<file path="src/rtl/cpu_pkg.sv">
// cpu_pkg: shared definitions for the single-cycle MIPS core front end.
//   XLEN          - datapath width
//   IMEM_ADDR_W   - instruction ROM word-address width (128 words)
//   fetch_state_t - fetch FSM states
//   NOP           - instruction value used for an empty fetch register
package cpu_pkg;

  localparam int unsigned XLEN        = 32;
  localparam int unsigned IMEM_ADDR_W = 7;

  typedef enum logic [0:0] {
    RUN   = 1'b0,
    FAULT = 1'b1
  } fetch_state_t;

  localparam logic [XLEN-1:0] NOP = 32'h0000_0000;

  // True when a byte PC is not word aligned.
  function automatic logic pc_misaligned(logic [XLEN-1:0] pc);
    return pc[1:0] != 2'b00;
  endfunction

endpackage

</file>
<file path="src/rtl/ifetch_unit_if.sv">
// ifetch_unit_if: bundle between the fetch unit, the core and the instruction ROM.
//   Core -> fetch : stall, redirect_valid, redirect_pc
//   ROM  -> fetch : rom_data
//   Fetch -> ROM  : rom_addr
//   Fetch -> core : inst, inst_pc, inst_pc4, inst_valid, fault, fetch_cnt
// master is the fetch unit side, slave the core/ROM side.
interface ifetch_unit_if #(
  parameter int unsigned ADDR_W = cpu_pkg::IMEM_ADDR_W
);

  logic                      stall;
  logic                      redirect_valid;
  logic [cpu_pkg::XLEN-1:0]  redirect_pc;
  logic [ADDR_W-1:0]         rom_addr;
  logic [cpu_pkg::XLEN-1:0]  rom_data;
  logic [cpu_pkg::XLEN-1:0]  inst;
  logic [cpu_pkg::XLEN-1:0]  inst_pc;
  logic [cpu_pkg::XLEN-1:0]  inst_pc4;
  logic                      inst_valid;
  logic                      fault;
  logic [cpu_pkg::XLEN-1:0]  fetch_cnt;

  modport master (
    input  stall, redirect_valid, redirect_pc, rom_data,
    output rom_addr, inst, inst_pc, inst_pc4, inst_valid, fault, fetch_cnt
  );

  modport slave (
    output stall, redirect_valid, redirect_pc, rom_data,
    input  rom_addr, inst, inst_pc, inst_pc4, inst_valid, fault, fetch_cnt
  );

endinterface

</file>
<file path="src/rtl/pc_reg.sv">
// pc_reg: program counter with next-PC selection and fetch fault detection.
//   clk, rst_n         - clock, asynchronous active-low reset
//   i_run              - fetch FSM is in RUN; PC freezes otherwise
//   i_stall            - hold the PC
//   i_redirect_valid   - load i_redirect_pc (wins over stall)
//   i_redirect_pc      - byte target PC
//   o_pc               - current byte PC
//   o_fault            - current PC is misaligned/out of range, or redirect target misaligned
module pc_reg
  import cpu_pkg::*;
#(
  parameter int unsigned     ROM_DEPTH = 77,
  parameter logic [XLEN-1:0] RESET_PC  = 32'h0000_0000
) (
  input  logic            clk,
  input  logic            rst_n,
  input  logic            i_run,
  input  logic            i_stall,
  input  logic            i_redirect_valid,
  input  logic [XLEN-1:0] i_redirect_pc,
  output logic [XLEN-1:0] o_pc,
  output logic            o_fault
);

  localparam logic [XLEN-1:0] DepthWords = XLEN'(ROM_DEPTH);

  logic [XLEN-1:0] r_pc;
  logic [XLEN-1:0] w_pc_next;
  logic            w_pc_bad;
  logic            w_redir_bad;

  // Full word index is checked so high address bits dropped from rom_addr still fault.
  assign w_pc_bad    = pc_misaligned(r_pc) || ({2'b00, r_pc[XLEN-1:2]} >= DepthWords);
  assign w_redir_bad = i_redirect_valid && pc_misaligned(i_redirect_pc);
  assign o_fault     = w_pc_bad || w_redir_bad;
  assign o_pc        = r_pc;

  // A bad current PC is held as the fault record; a bad redirect target is
  // still loaded so the PC shows the offending address.
  always_comb begin
    w_pc_next = r_pc;
    if (i_run && !w_pc_bad) begin
      if (i_redirect_valid) begin
        w_pc_next = i_redirect_pc;
      end else if (!i_stall) begin
        w_pc_next = r_pc + 32'd4;
      end
    end
  end

  always_ff @(posedge clk or negedge rst_n) begin
    if (!rst_n) begin
      r_pc <= RESET_PC;
    end else begin
      r_pc <= w_pc_next;
    end
  end

endmodule

</file>
<file path="src/rtl/ifetch_unit.sv">
// ifetch_unit: instruction fetch front end for the single-cycle MIPS core.
//   clk, rst_n - clock, asynchronous active-low reset
//   bus        - ifetch_unit_if.master: stall/redirect in, ROM address/data,
//                registered instruction, its PC and PC+4, valid, sticky fault,
//                delivered-instruction counter
// The PC lives in pc_reg; this level holds the fetch register, FSM and counter.
module ifetch_unit
  import cpu_pkg::*;
#(
  parameter int unsigned     ADDR_W    = IMEM_ADDR_W,
  parameter int unsigned     ROM_DEPTH = 77,
  parameter logic [XLEN-1:0] RESET_PC  = 32'h0000_0000
) (
  input logic          clk,
  input logic          rst_n,
  ifetch_unit_if.master bus
);

  fetch_state_t    r_state;
  logic [XLEN-1:0] r_inst;
  logic [XLEN-1:0] r_inst_pc;
  logic            r_inst_valid;
  logic            r_fault;
  logic [XLEN-1:0] r_fetch_cnt;

  logic [XLEN-1:0] w_pc;
  logic            w_fault_det;
  logic            w_run;

  assign w_run = (r_state == RUN);

  pc_reg #(
    .ROM_DEPTH (ROM_DEPTH),
    .RESET_PC  (RESET_PC)
  ) u_pc_reg (
    .clk              (clk),
    .rst_n            (rst_n),
    .i_run            (w_run),
    .i_stall          (bus.stall),
    .i_redirect_valid (bus.redirect_valid),
    .i_redirect_pc    (bus.redirect_pc),
    .o_pc             (w_pc),
    .o_fault          (w_fault_det)
  );

  always_ff @(posedge clk or negedge rst_n) begin
    if (!rst_n) begin
      r_state      <= RUN;
      r_inst       <= NOP;
      r_inst_pc    <= '0;
      r_inst_valid <= 1'b0;
      r_fault      <= 1'b0;
      r_fetch_cnt  <= '0;
    end else begin
      unique case (r_state)
        RUN: begin
          if (w_fault_det) begin
            r_state      <= FAULT;
            r_fault      <= 1'b1;
            r_inst_valid <= 1'b0;
          end else if (bus.redirect_valid) begin
            // Word fetched this cycle is wrong-path.
            r_inst_valid <= 1'b0;
          end else if (!bus.stall) begin
            r_inst       <= bus.rom_data;
            r_inst_pc    <= w_pc;
            r_inst_valid <= 1'b1;
            r_fetch_cnt  <= r_fetch_cnt + 32'd1;
          end
        end
        FAULT: begin
          r_inst_valid <= 1'b0;
        end
      endcase
    end
  end

  assign bus.rom_addr   = w_pc[ADDR_W+1:2];
  assign bus.inst       = r_inst;
  assign bus.inst_pc    = r_inst_pc;
  assign bus.inst_pc4   = r_inst_pc + 32'd4;
  assign bus.inst_valid = r_inst_valid;
  assign bus.fault      = r_fault;
  assign bus.fetch_cnt  = r_fetch_cnt;

endmodule

</file>
<file path="src/flat_wrapper.sv">
// flat-port wrapper written by rule: the top's interface ports become plain ports
module ifetch_unit_flat import cpu_pkg::*;
#(
  parameter int unsigned     ADDR_W    = IMEM_ADDR_W,
  parameter int unsigned     ROM_DEPTH = 77,
  parameter logic [XLEN-1:0] RESET_PC  = 32'h0000_0000
)
  (clk, rst_n, bus_stall, bus_redirect_valid, bus_redirect_pc, bus_rom_data, bus_rom_addr, bus_inst, bus_inst_pc, bus_inst_pc4, bus_inst_valid, bus_fault, bus_fetch_cnt);
  ifetch_unit_if #(.ADDR_W(ADDR_W)) bus_i ();
  input logic clk;
  input logic rst_n;
  input wire logic [$bits(bus_i.stall)-1:0] bus_stall;
  input wire logic [$bits(bus_i.redirect_valid)-1:0] bus_redirect_valid;
  input wire logic [$bits(bus_i.redirect_pc)-1:0] bus_redirect_pc;
  input wire logic [$bits(bus_i.rom_data)-1:0] bus_rom_data;
  output wire logic [$bits(bus_i.rom_addr)-1:0] bus_rom_addr;
  output wire logic [$bits(bus_i.inst)-1:0] bus_inst;
  output wire logic [$bits(bus_i.inst_pc)-1:0] bus_inst_pc;
  output wire logic [$bits(bus_i.inst_pc4)-1:0] bus_inst_pc4;
  output wire logic [$bits(bus_i.inst_valid)-1:0] bus_inst_valid;
  output wire logic [$bits(bus_i.fault)-1:0] bus_fault;
  output wire logic [$bits(bus_i.fetch_cnt)-1:0] bus_fetch_cnt;
  assign bus_i.stall = bus_stall;
  assign bus_i.redirect_valid = bus_redirect_valid;
  assign bus_i.redirect_pc = bus_redirect_pc;
  assign bus_i.rom_data = bus_rom_data;
  assign bus_rom_addr = bus_i.rom_addr;
  assign bus_inst = bus_i.inst;
  assign bus_inst_pc = bus_i.inst_pc;
  assign bus_inst_pc4 = bus_i.inst_pc4;
  assign bus_inst_valid = bus_i.inst_valid;
  assign bus_fault = bus_i.fault;
  assign bus_fetch_cnt = bus_i.fetch_cnt;
  ifetch_unit #(.ADDR_W(ADDR_W), .ROM_DEPTH(ROM_DEPTH), .RESET_PC(RESET_PC)) u_core (.clk(clk), .rst_n(rst_n), .bus(bus_i));
endmodule
</file>
<file path="config.mk">
export PLATFORM = sky130hd
export DESIGN_NAME = ifetch_unit_flat
export DESIGN_NICKNAME = d
export VERILOG_FILES = /design/src/rtl/cpu_pkg.sv /design/src/rtl/ifetch_unit_if.sv /design/src/rtl/pc_reg.sv /design/src/rtl/ifetch_unit.sv /design/src/flat_wrapper.sv
export SDC_FILE = /design/constraint.sdc
export NUM_CORES = 1
export LEC_CHECK = 0
export ABC_CLOCK_PERIOD_IN_PS = 4200
export CELL_PAD_IN_SITES_DETAIL_PLACEMENT = 1
export CELL_PAD_IN_SITES_GLOBAL_PLACEMENT = 1
export CORE_MARGIN = 5
export CORE_UTILIZATION = 36
export CTS_BUF_LIST = sky130_fd_sc_hd__clkbuf_4
export DETAILED_ROUTE_END_ITERATION = 10
export PLACE_DENSITY_LB_ADDON = 0.1
export SYNTH_ARGS = -nofsm -noshare
export SYNTH_HDL_FRONTEND = slang
export SYNTH_HIERARCHICAL = 1
export SYNTH_SLANG_ARGS = --single-unit
</file>
<file path="constraint.sdc">
create_clock -name clk -period 4.2 [get_ports clk]
set_clock_uncertainty 0.1 [all_clocks]
set_input_delay 0.63 -clock clk [delete_from_list [all_inputs] [get_ports clk]]
set_output_delay 0.63 -clock clk [all_outputs]
set_load 0.01 [all_outputs]
</file>
# ---- Yosys cells after proc, flatten, opt, wreduce, memory -nomap -nowiden
# Cells that the tools add are included.
dict set report word_totals {
  register_bits 131
  input_bits 68
  out_inout_bits 137
  elab_cells 35
}
dict set report classes {
  addsub 3
  n_lt_le_gt_ge 1
  eq_ne 2
  mux 8
  bitwise 4
  n_reduce_logical 10
}
# cell count
set op_table {}
lappend op_table {{adder 32 x 3 -> 32 bit, second input constant} 2}
lappend op_table {{two-way mux 32 bit} 2}
lappend op_table {{adder 32 x 1 -> 32 bit, second input constant} 1}
lappend op_table {{>= comparator 30 x 7 -> 1 bit, second input constant} 1}
lappend op_table {{two-way mux 1 bit} 5}
lappend op_table {{inequality test 4 x 3 -> 1 bit, second input constant} 1}
lappend op_table {{inverter 1 bit} 4}
lappend op_table {{AND reduction 2 bit} 2}
lappend op_table {{AND reduction 4 bit} 1}
lappend op_table {{nonzero test 2 bit} 2}
lappend op_table {{logical AND 1 bit} 2}
lappend op_table {{logical OR 1 bit} 2}
lappend op_table {{inequality test 2 x 1 -> 1 bit, second input constant} 1}
lappend op_table {{one-hot mux 1 bit (2 select lines)} 1}
lappend op_table {{logical NOT 1 bit} 1}

# ---- Logic depth before layout (Yosys ltp)
dict set report depth {
  ltp_word 5
  ltp_mapped 12
}

# ---- Hierarchy
# Netlist, hierarchy kept.
# mod n_inst cells_each area_each_um2
set by_module_without_submodules {}
lappend by_module_without_submodules {ifetch_unit 1 408 4491.8}
lappend by_module_without_submodules {pc_reg 1 160 1666.6}

# ---- Worst setup path after synthesis
# OpenSTA, ideal clock, no wires.
dict set report synth_path {
  path_kind {reg-to-reg}
  start {register u_core.u_pc_reg.r_pc[2] (netlist: u_core/u_pc_reg/o_pc[2])}
  end {register u_core.r_fetch_cnt[25] (netlist: u_core/bus.fetch_cnt[25])}
  setup_ps 126
  arrival_time_ps 2736
  setup_slack_ps 1237
  path_stages_with_launch 12
  synth_period_minus_slack_ps 2963
  cell_sequence {dfrtp_1 inv_1 ha_1 nand3b_1 a21boi_0 nor4_4 nand2_1 or4_4 nor4_4 buf_6 nand4_1 xnor2_1}
}
dict set report synth_between {
  elab_chain_len 5
}
# element line
set synth_lines {}
lappend synth_lines {{from (decl)} pc_reg.sv:27} ;# logic [XLEN-1:0] r_pc;
lappend synth_lines {{from (signal assigned)} pc_reg.sv:55} ;# r_pc <= w_pc_next;
lappend synth_lines {{>= comparator 30 x 7 -> 1 bit} pc_reg.sv:33} ;# assign w_pc_bad = pc_misaligned(r_pc) || ({2'b00, r_pc[XLEN-1:2]} >= DepthWords);
lappend synth_lines {{logical OR 1 bit} pc_reg.sv:33}
lappend synth_lines {{logical OR 1 bit} pc_reg.sv:35} ;# assign o_fault = w_pc_bad || w_redir_bad;
lappend synth_lines {{via u_core.w_fault_det} ifetch_unit.sv:27} ;# logic w_fault_det;
lappend synth_lines {{inverter 1 bit (no line)} --}
lappend synth_lines {{AND reduction 4 bit (no line)} --}
lappend synth_lines {{to (signal assigned)} ifetch_unit.sv:68} ;# r_fetch_cnt <= r_fetch_cnt + 32'd1;
lappend synth_lines {{to (decl)} ifetch_unit.sv:24} ;# logic [XLEN-1:0] r_fetch_cnt;
# The timed path passes the listed nets, and every way through them passes these cells.
# A chain may end at the register's enable or synchronous reset.

# ---- Final worst setup path
dict set report layout_path {
  start {register u_core.r_inst_pc[2] (netlist: u_core/bus.inst_pc[2])}
  end {output bus_inst_pc4[24]}
}
dict set report layout_between {
  elab_chain_len 1
}
# element line
set layout_lines {}
lappend layout_lines {{from (decl)} ifetch_unit.sv:21} ;# logic [XLEN-1:0] r_inst_pc;
lappend layout_lines {{from (signal assigned)} ifetch_unit.sv:66} ;# r_inst_pc <= w_pc;
lappend layout_lines {{adder 32 x 3 -> 32 bit} ifetch_unit.sv:81} ;# assign bus.inst_pc4 = r_inst_pc + 32'd4;
lappend layout_lines {{to (decl)} flat_wrapper.sv:19} ;# output wire logic [$bits(bus_i.inst_pc4)-1:0] bus_inst_pc4;
# No other way between the ends.

==> flow_summary_export.csv <==
group,metric,value,unit
flow_run,drv_cap,0,
floorplan,rows,47,
logic_synthesis,synth_edf_count,0,
sta,setup_viol,0,
sta,tns,0,ps
sta,post-route-period-util,91.4,%
power_and_ir_drop,p_seq_share,54.2,%
power_and_ir_drop,power_switching,0.000527,W
critical_path,rr_worst_depth,8,
logic_synthesis,syn_inst,568,
logic_synthesis,ys_seq_area_share,53.2,%
placement,dpl.hpwl,14600,µm
status,outcome,"finished clean",
routing,num_vias,5142,
placement,place_area,8400,µm²
routing,ant_nets,0,
critical_path,worstPathRequired,3470,ps
power_and_ir_drop,powerDensity,266,nW/µm²
finish,layout-drive-gt1-share,12.9,%
routing,drt-initial-drc-count,215,
logic_synthesis,ys_top_cells_by_count,"131 x dfrtp_1, 115 x nand2_1, 53 x xnor2_1, 37 x mux2_2, 32 x nand4_1",
critical_path,worst_setup_path_start_kind,"register",
clock_network,clk-insertion-delay-late,530,ps
routing,m1WireLength,8480,µm
routing,routed_via_density,5.09,
finish,syn_to_final_growth,41.7,%
critical_path,arrival,3110,ps
global_routing,grt_first_pass_wirelength,31500,µm
finish,utilization,52.2,%
critical_path,cp-end-kind,"primary output",
clock_network,clockRootBuffer,"clkbuf_4",
routing,routed_wl,19400,µm
critical_path,worstPathMaxFanout,5,
routing,drc,0,
global_routing,overflow,0,
critical_path,reg2reg_setup_slack,680,ps
logic_synthesis,syn_avg_cell_area,10.8,µm²
floorplan,start_util,36.9,%
hold_path,hold_path.class,"in2async",
logic_synthesis,synthTopCellsByArea,"dfrtp_1 53%, xnor2_1 7.5%, nand2_1 7.0%",
sta,max_slew_margin,23.9,%
clock_network,tritoncts,"built",
critical_path,crit_type,"reg2out",
power_and_ir_drop,p_int,0.00180,W
clock_network,cts_resized,0,
sta,slew_viol_final,0,
clock_network,clockBufferDepth,2,
routing,wl_per_cell,19.1,µm
placement,portBuffers,204,
logic_synthesis,synthesis.area,6160,µm²
power_and_ir_drop,ir_drop,0.173,mV
global_routing,grt_use_total,19.9,%
sta,worst_pin_slew,1130,ps
sta,min_period,3840,ps
floorplan,core_area,16700,µm²
global_routing,antenna_found_initial,2,
logic_synthesis,synth_top_area_share,53.2,%
power_and_ir_drop,p_leak,4.01,nW
logic_synthesis,ys.warnings.count,6,
routing,top_layer,"met5",
logic_synthesis,syn_nets,641,
logic_synthesis,async_reset_ff_share,100,%
clock_network,htree_levels,4,
finish,fin_nets,850,
sta,whs,106,ps
floorplan,die_w,141,µm
power_and_ir_drop,netSwitchingFraction,22.7,%
floorplan,pin_count,205,
power_and_ir_drop,clockPowerShare,41.1,%
logic_synthesis,ys_seq_elements,131,
clock_network,cts_buffers,17,
sta,grt_setup_unrepaired,"false",
sta,max_freq,261,MHz
clock_network,holdBufCountCts,0,
floorplan,die_y,141,µm
routing,wl_met2,9640,µm
global_routing,grt_max_degree,110,
finish,postLayoutCellArea,8720,µm²
logic_synthesis,synth.most_common_cell,"dfrtp_1",
clock_network,clock-sinks,131,
power_and_ir_drop,combPwrFrac,4.7,%
floorplan,dieArea,19800,µm²
global_routing,first_global_vias,5603,
logic_synthesis,synthFlopType,"dfrtp_1",
placement,gp_congestion,0.784,
sta,finalHoldViolCount,0,
logic_synthesis,synth_area_leader_cell,"dfrtp_1",
routing,first_pass_iters,4,
clock_network,cts_setup_buffers,0,
clock_network,clk_pin_slew_worst_paths,110,ps
routing,wl_met3,986,µm
logic_synthesis,synth_cell_type_count,45,
layout by cell type (no fill, tap or decap), types with 3 or more instances in the layout:
| cell type | instances |
|---|---|
| mux2_2 | 37 |
| a21o_2 | 8 |
| ha_1 | 5 |
| nor4_2 | 4 |
| and2_1 | 5 |
| a21o_1 | 15 |
| clkinv_1 | 3 |
| nor3_1 | 4 |
| or2_2 | 4 |
| nor4_1 | 6 |
| bufinv_16 | 4 |
| nand3_1 | 26 |
| inv_1 | 8 |
| clkdlybuf4s50_1 | 203 |
| mux2i_1 | 5 |
| clkinvlp_4 | 3 |
| nand4_1 | 32 |
| dfrtp_1 | 131 |
| nand2_1 | 115 |
| o31ai_1 | 3 |
| nor2_1 | 15 |
| and3_1 | 14 |
| o21ai_0 | 13 |
| xnor2_1 | 53 |
| a21oi_1 | 6 |
| nor4_4 | 3 |
| a41oi_1 | 3 |
| xor2_1 | 6 |
| clkbuf_4 | 18 |
| a2bb2oi_2 | 3 |
| buf_4 | 8 |
power by group through the flow:
stage | clock network (W) | registers (W) | logic (W)
2_1_floorplan | 0 | 0.00129 | 0.0000139
3_3_place_gp | 0 | 0.00129 | 0.000110
6_report | 0.000955 | 0.00126 | 0.000109
5_1_grt | 0.00105 | 0.00126 | 0.000120
4_1_cts | 0.000993 | 0.00126 | 0.000112
3_5_place_dp | 0 | 0.00129 | 0.000111
worst paths after layout:
kind                                                      start                                    to
max                           u_core/bus.inst_pc[2]$_DFFE_PN0P_                      bus_inst_pc4[24]
min                                                       rst_n    u_core/bus.inst_pc[25]$_DFFE_PN0P_
max reg2reg                 u_core/u_pc_reg/o_pc[9]$_DFFE_PN0P_  u_core/bus.fetch_cnt[29]$_DFFE_PN0P_
min reg2reg                u_core/bus.fetch_cnt[31]$_DFFE_PN0P_  u_core/bus.fetch_cnt[31]$_DFFE_PN0P_
max in group asynchronous                                 rst_n    u_core/bus.inst_pc[31]$_DFFE_PN0P_
min in group clk           u_core/bus.fetch_cnt[31]$_DFFE_PN0P_  u_core/bus.fetch_cnt[31]$_DFFE_PN0P_
final cells by class:
| type | instances | area, µm² |
|---|---|---|
| multi-input cells | 406 | 2710 |
| fillers | 1841 | 7980 |
| clock inverters | 14 | 185 |
| flip-flops and latches | 131 | 3280 |
| repair buffers | 212 | 2100 |
| clock buffers | 18 | 135 |
| well taps | 220 | 275 |
| diodes | 1 | 2.50 |
| inverters | 9 | 33.8 |
routing by layer:
layer  GRT usage, %  vias to the layer above
li1               -                     2411
met1           26.0                     2588
met2           33.3                      122
met3           4.81                       19
met4           5.10                        2
met5              0                        -
critical path, stage by stage (launching register included):
cell and delay, ps:
dfrtp_1 490, ha_1 260, nand4_1 220, nor3_1 650
nand4_1 210, xnor2_1 180, clkdlybuf4s50_1 560
per-stage QoR:
stage               instances  setup slack (ps)  power, W
floorplan                 568              1240   0.00130
global placement          978               718   0.00139
detailed placement        978               589   0.00140
CTS                      1010               327   0.00237
global route             1011               127   0.00243
finish                   1011               361   0.00232
cell families (layout without fill, tap and decap cells):
group	count (synthesis)	count (layout)	share of synthesized area, %
AO/OA/AOI/OAI	56	56	6.62
XOR/XNOR	59	59	8.39
adder cells (fa/ha/maj)	5	5	1.02
buffers and inverters	31	253	2.82
flip-flops	131	131	53.2
multiplexers	42	42	7.58
other	0	1	0
AND/OR/NAND/NOR	244	244	20.3
flip-flops by register name (all words and copies together), names as in the netlist:
register	cells
u_core/bus.fault	1
u_core/bus.fetch_cnt	32
u_core/bus.inst_valid	1
u_core/u_pc_reg/o_pc	32
u_core/bus.inst	32
u_core/bus.inst_pc	32
u_core/r_state	1
(Power assumes the default switching activity.)
